[src/rtl/controle_seq.sv]
`default_nettype none
// ============================================================================
//  Module   : controle_seq
//  Purpose  : start/done handshaked instruction sequencer for the calculator
//             datapath (X/Y/Z register commands, ULA select, multi-cycle shift)
//  Revision : 1.0  initial release
// ============================================================================

module controle_seq #(
  parameter int TW  = 4,
  parameter int SHW = 3
) (
  input  logic           clock,
  input  logic           reset_n,
  input  logic           start,
  input  logic [3:0]     instr,
  input  logic [SHW-1:0] amount,
  input  logic           enter,
  output logic [3:0]     S,
  output logic [TW-1:0]  Tx,
  output logic [TW-1:0]  Ty,
  output logic [TW-1:0]  Tz,
  output logic [TW-1:0]  Tula,
  output logic           busy,
  output logic           done,
  output logic           err
);

  typedef enum logic [3:0] {
    ST_IDLE   = 4'd0,
    ST_WAIT_X = 4'd1,
    ST_LOAD_X = 4'd2,
    ST_WAIT_Y = 4'd3,
    ST_LOAD_Y = 4'd4,
    ST_SHIFT  = 4'd5,
    ST_EXEC   = 4'd6,
    ST_CLEAR  = 4'd7,
    ST_DONE   = 4'd8
  } state_t;

  localparam logic [TW-1:0] c_hold   = TW'(0);
  localparam logic [TW-1:0] c_load   = TW'(1);
  localparam logic [TW-1:0] c_shiftr = TW'(2);
  localparam logic [TW-1:0] c_shiftl = TW'(3);
  localparam logic [TW-1:0] c_reset  = TW'(4);
  localparam logic [TW-1:0] c_add    = TW'(0);

  state_t          r_state;
  logic [3:0]      r_instr;
  logic [SHW-1:0]  r_amount;
  logic [SHW-1:0]  r_cnt;
  logic            r_enter_q;

  state_t          w_next;
  logic [3:0]      w_ins;
  logic            w_ent;
  logic            w_shift_ins;
  logic            w_illegal;
  logic [TW-1:0]   w_tx;
  logic [TW-1:0]   w_ty;
  logic [TW-1:0]   w_tz;
  logic [TW-1:0]   w_tula;

  assign w_ent = enter & ~r_enter_q;

  // w_ins is the instruction that governs the state being entered: the live
  // input on an accepted start, the latched copy everywhere else.
  always_comb begin
    w_next = r_state;
    w_ins  = r_instr;
    case (r_state)
      ST_IDLE: begin
        if (start) begin
          w_ins = instr;
          if (instr <= 4'd6)
            w_next = ST_WAIT_X;
          else if (instr == 4'd7 || instr == 4'd8)
            w_next = ST_WAIT_Y;
          else if (instr == 4'd15)
            w_next = ST_CLEAR;
          else
            w_next = ST_DONE;
        end
      end
      ST_WAIT_X: if (w_ent) w_next = ST_LOAD_X;
      ST_LOAD_X: w_next = ST_WAIT_Y;
      ST_WAIT_Y: if (w_ent) w_next = ST_LOAD_Y;
      ST_LOAD_Y: begin
        if ((r_instr == 4'd7 || r_instr == 4'd8) && r_amount != '0)
          w_next = ST_SHIFT;
        else
          w_next = ST_EXEC;
      end
      ST_SHIFT:  if (r_cnt == SHW'(1)) w_next = ST_EXEC;
      ST_EXEC:   w_next = ST_DONE;
      ST_CLEAR:  w_next = ST_DONE;
      ST_DONE:   w_next = ST_IDLE;
      default:   w_next = ST_IDLE;
    endcase
  end

  assign w_shift_ins = (w_ins == 4'd7) || (w_ins == 4'd8);
  assign w_illegal   = (w_ins >= 4'd9) && (w_ins <= 4'd14);

  // Output decode for the next state so the registered outputs track S.
  always_comb begin
    w_tx   = c_hold;
    w_ty   = c_hold;
    w_tz   = c_hold;
    w_tula = c_add;
    case (w_next)
      ST_LOAD_X: begin
        w_tx = c_load;
        w_ty = c_reset;
        w_tz = c_reset;
      end
      ST_LOAD_Y: begin
        w_ty = c_load;
        if (w_shift_ins) w_tx = c_reset;
      end
      ST_SHIFT:  w_ty = (w_ins == 4'd7) ? c_shiftr : c_shiftl;
      ST_EXEC: begin
        w_tz = c_load;
        // X was cleared for shifts, so ADD passes Y through to Z.
        w_tula = w_shift_ins ? c_add : TW'(w_ins[2:0]);
      end
      ST_CLEAR: begin
        w_tx = c_reset;
        w_ty = c_reset;
        w_tz = c_reset;
      end
      default: ;
    endcase
  end

  always_ff @(posedge clock or negedge reset_n) begin
    if (!reset_n) begin
      r_state   <= ST_IDLE;
      r_instr   <= '0;
      r_amount  <= '0;
      r_cnt     <= '0;
      r_enter_q <= 1'b0;
      Tx        <= c_hold;
      Ty        <= c_hold;
      Tz        <= c_hold;
      Tula      <= c_add;
      busy      <= 1'b0;
      done      <= 1'b0;
      err       <= 1'b0;
    end else begin
      r_enter_q <= enter;
      r_state   <= w_next;
      Tx        <= w_tx;
      Ty        <= w_ty;
      Tz        <= w_tz;
      Tula      <= w_tula;
      busy      <= (w_next != ST_IDLE);
      done      <= (w_next == ST_DONE);
      err       <= (w_next == ST_DONE) && w_illegal;
      if (r_state == ST_IDLE && start) begin
        r_instr  <= instr;
        r_amount <= amount;
      end
      if (r_state == ST_LOAD_Y && w_next == ST_SHIFT)
        r_cnt <= r_amount;
      else if (r_state == ST_SHIFT)
        r_cnt <= r_cnt - SHW'(1);
    end
  end

  assign S = r_state;

endmodule

`default_nettype wire

[config.mk]
export PLATFORM = sky130hd
export DESIGN_NAME = controle_seq
export DESIGN_NICKNAME = d
export VERILOG_FILES = /design/src/rtl/controle_seq.sv
export SDC_FILE = /design/constraint.sdc
export NUM_CORES = 1
export LEC_CHECK = 0
export CAP_MARGIN = 0
export CELL_PAD_IN_SITES_DETAIL_PLACEMENT = 1
export CELL_PAD_IN_SITES_GLOBAL_PLACEMENT = 2
export CORE_ASPECT_RATIO = 0.7
export CORE_MARGIN = 2
export CORE_UTILIZATION = 31
export DETAILED_ROUTE_END_ITERATION = 16
export PLACE_DENSITY_LB_ADDON = 0.3
export REMOVE_ABC_BUFFERS = 1
export SYNTH_ARGS = -nofsm -noshare
export SYNTH_HDL_FRONTEND = slang
export SYNTH_SLANG_ARGS = --single-unit
[constraint.sdc]
create_clock -name clock -period 2.5 [get_ports clock]
set_clock_uncertainty 0.1 [all_clocks]
set_input_delay 0.375 -clock clock [delete_from_list [all_inputs] [get_ports clock]]
set_output_delay 0.375 -clock clock [all_outputs]
set_load 0.1 [all_outputs]
==> metrics.md, run 1 <==
| Metric | Value |
|---|---|
| Status | `completed` |
| Number of remaining DRC errors | `0` |
| Worst reg2reg startpoint | `S[2]` |
| Vias in the first global route | `1248` |
| Slew Limit Fails | `0` |
| Reg clk slew, reported paths | `0.10 ns` |
| Core ar. | `4430 sq um` |
| M2 GR Usage | `0.259` |
| RSZ-0062 raised after global routing | `false` |
| CTS root buffer | `clkbuf_8` |
| Drt pass-1 iters | `4` |
| GPL Wtd Cong | `0.838` |
| Met3 usage | `0.0416` |
| Cells after synthesis | `139` |
| DRT iter0 DRCs | `57` |
| CTS max path bufs | `2` |
| Arrival time at the worst endpoint | `2.33 ns` |
| Yosys cell types | `46` |
| Final Critical Period | `2.24 ns` |
| Setup TNS Final | `0 ns` |
| Hold_buf cts | `0` |
| First-pass GRT wire length | `6410 microns` |
| Detailed placer's ending HPWL | `2920 microns` |
| Mean post-synth cell area | `10.5 sq um` |
| Antenna violations before repair | `0` |
| Mapped Area | `1460 sq um` |
| Hold Slack | `0.373 ns` |
| Tot GR Track Use | `0.161` |
| Number of diodes | `0` |
| Synth Flop Type | `dfrtp_1` |
| Max Fclk | `447 MHz` |
| Met1 Usage GRT | `0.224` |
| Post-CTS setup buffers | `0` |
| Nets | `183` |
| Largest net degree at the start of global routing | `29` |
| Pwr/cell area | `1460 nW/um^2` |
| Crit path required time | `2.59 ns` |
| Row Count | `20` |
| Leakage | `0.846 nW` |
| Top-Level Pins | `34` |
| Area grow syn2layout | `23.1%` |
| Initial core utilization | `0.330` |
| Yosys reg bits | `28` |
| WL per Instance | `17.2 microns` |
| Area of the die | `5290 sq um` |
| I/O Buffers | `27` |
| Fillcell total | `490` |
| Yosys warns | `0` |
| Crit end category | `register` |
| Placed insts | `220` |
| Most frequent cells in the layout | `dfrtp_1, buf_4, nand2_1, clkdlybuf4s50_1, o21ai_0` |
| Seq/Total Area, Yosys | `0.479` |
| Final Power | `2.63 mW` |
| GR peak layer | `met2` |
| Antenna-violating nets left | `0` |
| Total CTS buffers | `3` |
| Max IR drop VDD | `585 uV` |
| CP max FO | `11` |
| CTS tree | `done` |
| Final wirelength | `3860 microns` |
| DR vias/cell | `5.08` |
| Capturing point of the worst reg2reg path | `Tula[2]` |
| CTS H-tree lvls | `1` |
| Remaining global-route overflow | `0` |
| Final hold vios | `0` |
| HP Class | `in2async` |
| Worst rel slew slack | `0.666` |
| CTS sink count | `28` |
| DR vias | `1138` |
| Fin cells | `224` |
| Share of cells above drive strength 1 | `0.243` |
| Final setup fails | `0` |
| R2R Setup Slk | `0.26 ns` |
| CP Launch Type | `register` |
| Max-cap violations | `0` |
| Leading cell type in the layout, fill and taps excluded | `dfrtp_1` |
| WS Path Type | `reg2reg` |
| Reg2Reg Depth | `5` |
| Die W | `86.1 microns` |
| EDFF count, synth | `0` |
| Clock Latency Late Sink | `0.28 ns` |
| Worst-margin pin slew | `0.497 ns` |
| Async set-or-reset flop fraction in the synthesized netlist | `1.00` |
| Final period util | `0.896` |
| Die H | `61.5 microns` |
| PostCTS Resize Cnt | `0` |
per-stage QoR:
step                      instance area (sq um)  utilization  setup WS [ns]
final                                      1800        0.406          0.261
after global routing                       1800        0.406         0.0788
after CTS                                  1800        0.406          0.275
after detailed placement                   1730        0.390         0.0592
after global placement                     1730        0.390          0.115
after floorplan                            1390            -         -0.120
synth_stat cells (all sizes together), types with 2 or more instances:
library cell | count | area share
nor2b | 2 | 0.0086
nand4 | 4 | 0.017
nand3 | 4 | 0.014
or4b | 2 | 0.016
clkbuf | 2 | 0.0051
xnor2 | 3 | 0.018
dfrtp | 28 | 0.48
mux2 | 4 | 0.031
nor3b | 5 | 0.026
o211ai | 2 | 0.010
o21ai | 7 | 0.024
a21oi | 5 | 0.020
nor2 | 4 | 0.010
and3 | 2 | 0.0086
ha | 2 | 0.017
and4b | 2 | 0.014
buf | 10 | 0.059
or3 | 3 | 0.013
inv | 6 | 0.015
nand2 | 20 | 0.053
a211oi | 2 | 0.022
registers in the layout (all words and copies together), names as in the netlist:
name,cells
S,4
r_instr,4
Tula,3
Ty,3
r_amount,3
r_cnt,3
Tx,2
Tz,2
busy,1
done,1
err,1
r_enter_q,1
logic make-up (layout without fill, tap and decap cells):
group                      after synthesis  count (layout)  share of synthesized area
and+or+nand+nor                         58              58                      0.241
DFF                                     28              28                      0.479
AOI/OAI and AO/OA                       23              23                      0.121
buffers and inverters                   19              44                     0.0830
muxes                                    5               5                     0.0376
xor gates and xnor gates                 3               3                     0.0180
adders and majority gates                2               2                     0.0171
other                                    1               6                    0.00256
cell type report:
class / count / area (sq um) / share of cell area
clock buffers: 3 / 41.3 / 0.0229
clock inverters: 1 / 30.0 / 0.0167
inverters: 7 / 27.5 / 0.0153
multi-input cells: 97 / 659 / 0.366
flip-flops and latches: 28 / 701 / 0.389
well taps: 55 / 68.8 / 0.0382
repair buffers: 33 / 273 / 0.151
critical path, cell delays in order (launching register included):
cell     delay [ns]
dfrtp_1        0.53
nor4_4         0.48
nand2_1        0.35
and4b_1        0.31
a41o_1         0.20
nor3b_1        0.18
layer usage:
metal	wire [microns]	share of wire	vias to the layer above
met5	0	0	-
li1	-	-	537
met3	152	0.039	4
met4	29	0.0075	0
met2	1700	0.44	27
met1	1970	0.51	570
power by group:
group / switching [mW] / internal [mW]
registers: 0.179 / 0.610
clock network: 0.149 / 0.215
logic: 1.04 / 0.430
worst max-delay path by stage:
stage,start,to,slack (ns),depth (start not counted)
6_report,S[2],Tula[2],0.26,5
5_1_grt,S[2],Tula[2],0.08,5
4_1_cts,S[2],Tula[2],0.27,5
3_5_place_dp,instr[0],busy,0.06,6
3_3_place_gp,instr[2],busy,0.11,6
2_1_floorplan,S[3],busy,-0.12,5
Power figures use the tool's default switching activity.
==> run 2: changes to the inputs <==
SKIP_LAST_GASP = 1   (was not set)
==> results of run 2 <==
Final layout, timing and power as in run 1 (identical DEF).
==> run 3: changes to the inputs <==
CORE_MARGIN = 1.5   (was 2)
==> run 3 against run 2 <==
The flow now finishes with violations (design-rule violations). Critical path type unchanged. Critical endpoint unchanged. Worst setup slack about the same. Clock-buffer cell count unchanged. Non-clock buffer count unchanged.
==> metrics.md, run 3 (synthesized netlist as in run 1, its figures left out) <==
| Metric | Value |
|---|---|
| Number of remaining DRC errors | `1 (was 0)` |
| Reg clk slew, reported paths | `0.10 ns (about the same)` |
| Remaining global-route overflow | `0 (unchanged)` |
| Detailed placer's ending HPWL | `2840 microns (was 2920 microns)` |
| CP delay by family, top | `simple AND/OR/NAND/NOR gates (unchanged)` |
| Reg2Reg Depth | `5 (unchanged)` |
| Fillcell total | `494 (was 490)` |
| CTS H-tree lvls | `1 (unchanged)` |
| Logic gate share of total power | `0.560 (was 0.561)` |
| Switching part of the total power | `0.522 (about the same)` |
| DR vias/cell | `5.07 (was 5.08)` |
| HP Class | `in2async (unchanged)` |
| Status | `complete, but fails checks (was completed)` |
| Die W | `85.1 microns (was 86.1 microns)` |
| DRT iter0 DRCs | `35 (was 57)` |
| Critical Path Stages | `5 (unchanged)` |
| Crit path required time | `2.59 ns (about the same)` |
| CP Launch Type | `register (unchanged)` |
| Failing checks | `design-rule violations` |
| Pwr/cell area | `1460 nW/um^2 (about the same)` |
| CP max FO | `11 (unchanged)` |
| DP Area | `1730 sq um (unchanged)` |
| DR vias | `1136 (was 1138)` |
| Initial core utilization | `0.330 (unchanged)` |
| Number of diodes | `0 (unchanged)` |
| P_int | `1.25 mW (about the same)` |
| CTS sink count | `28 (unchanged)` |
| Drt pass-1 iters | `10 (was 4)` |
| Sequential Area | `701 sq um (unchanged)` |
| Vias in the first global route | `1206 (was 1248)` |
| Nets | `183 (unchanged)` |
| Final Critical Period | `2.24 ns (about the same)` |
| Antenna-violating nets left | `0 (unchanged)` |
| Clock Latency Late Sink | `0.28 ns (about the same)` |
| Fin cells | `224 (unchanged)` |
| Row Count | `20 (unchanged)` |
| Final Power | `2.62 mW (was 2.63 mW)` |
| Final period util | `0.896 (about the same)` |
| PostCTS Resize Cnt | `0 (unchanged)` |
| Max Fclk | `447 MHz (about the same)` |
| Area of the multi-input gates | `659 sq um (unchanged)` |
| Final wirelength | `3810 microns (was 3860 microns)` |
| Final hold vios | `0 (unchanged)` |
| Net Switching | `1.37 mW (about the same)` |
| RSZ-0062 raised after global routing | `false (unchanged)` |
| Area of the die | `5150 sq um (was 5290 sq um)` |
| Crit end category | `register (unchanged)` |
| Clock power share | `0.139 (was 0.138)` |
| Crit-path cells | `nor4_4 -> nand4_1 -> a21oi_2 -> o211ai_1 -> nor3b_1 (was nor4_4 -> nand2_1 -> and4b_1 -> a41o_1 -> nor3b_1)` |
| Total CTS buffers | `3 (unchanged)` |
| CTS tree | `done (unchanged)` |
| I/O Buffers | `27 (unchanged)` |
| Top-Level Pins | `34 (unchanged)` |
| Max IR drop VDD | `658 uV (was 585 uV)` |
| Share of cells above drive strength 1 | `0.243 (unchanged)` |
| Final setup fails | `0 (unchanged)` |
| Worst rel slew slack | `0.662 (was 0.666)` |
| Core ar. | `4430 sq um (unchanged)` |
| Most frequent cells in the layout | `dfrtp_1, buf_4, nand2_1, clkdlybuf4s50_1, o21ai_0 (unchanged)` |
| Die H | `60.5 microns (was 61.5 microns)` |
| Leakage | `0.846 nW (unchanged)` |
| Largest net degree at the start of global routing | `29 (unchanged)` |
| WS Path Type | `reg2reg (unchanged)` |
| Seq pwr share | `0.301 (was 0.300)` |
| Post-CTS setup buffers | `0 (unchanged)` |
| Placed insts | `220 (unchanged)` |
| Slew Limit Fails | `0 (unchanged)` |
| WL per Instance | `17.0 microns (was 17.2 microns)` |
| CP max stage delay | `0.52 ns (was 0.53 ns)` |
| CTS max path bufs | `2 (unchanged)` |
| CTS root buffer | `clkbuf_8 (unchanged)` |
| Hold_buf cts | `0 (unchanged)` |
| Tot GR Track Use | `0.158 (was 0.161)` |
| Arrival time at the worst endpoint | `2.33 ns (about the same)` |
| Buf/Inv on CP | `0 (unchanged)` |
| First-pass GRT wire length | `6200 microns (was 6410 microns)` |
| Leading cell type in the layout, fill and taps excluded | `dfrtp_1 (unchanged)` |
| Hold Slack | `0.373 ns (about the same)` |
| GPL Wtd Cong | `0.857 (was 0.838)` |
| Max-cap violations | `0 (unchanged)` |
| Fin area | `1800 sq um (unchanged)` |
| Worst-margin pin slew | `0.503 ns (was 0.497 ns)` |
| Antenna violations before repair | `0 (unchanged)` |
| Area grow syn2layout | `23.1% (unchanged)` |
| Critical path's slowest cell | `dfrtp_1 (unchanged)` |
[run 3: cell counts in the layout (fill, tap and decap cells not counted)]
No cell type changed its count.
[run 3: cell type report]
cell class,count,area share
Clock buffer,3,0.0229
Tap cell,55,0.0382
Inverter,7,0.0153
Timing Repair Buffer,33,0.151
Multi-Input combinational cell,97,0.366
Clock inverter,1,0.0167
Sequential cell,28,0.389
[run 3: path summary, 6_finish.rpt]
path	start	slack (ns)	end
worst min register to register	r_amount[2]	0.43	r_amount[2]
worst min-delay path	reset_n	0.37	busy
max in group asynchronous	reset_n	1.66	S[3]
min in group clock	r_amount[2]	0.43	r_amount[2]
worst max-delay path	S[2]	0.26	Tula[2]
worst max register to register	S[2]	0.26	Tula[2]
[run 3: metrics by stage]
step	setup slack (ns)	setup TNS, ns	utilization
after floorplan	-0.120	-0.138	-
after global placement	0.115	0	0.390
after detailed placement	0.0444	0	0.390
after CTS	0.246	0	0.406
after global routing	0.0470	0	0.406
final	0.261	0	0.406
[run 3: power groups by stage]
| stage | sequential (mW) | combinational (mW) | clock, mW |
|---|---|---|---|
| 2_1_floorplan | 1.31 | 0.540 | 0 |
| 3_3_place_gp | 0.784 | 1.44 | 0 |
| 3_5_place_dp | 0.795 | 1.46 | 0 |
| 4_1_cts | 0.787 | 1.48 | 0.376 |
| 5_1_grt | 0.816 | 1.55 | 0.388 |
| 6_report | 0.789 | 1.47 | 0.363 |
[run 3: worst register-to-register path: stages, from the launching register on]
cell and delay (ns):
dfrtp_1 0.52, nor4_4 0.46, nand4_1 0.25, a21oi_2 0.31, o211ai_1 0.25, nor3b_1 0.27
[run 3: per-layer routing]
| metal | vias up | routed length (microns) | track usage |
|---|---|---|---|
| li1 | 537 | - | - |
| met1 | 567 | 1950 | 0.228 |
| met2 | 30 | 1660 | 0.247 |
| met3 | 2 | 177 | 0.0422 |
| met4 | 0 | 19 | 0.0211 |
| met5 | - | 0 | 0 |
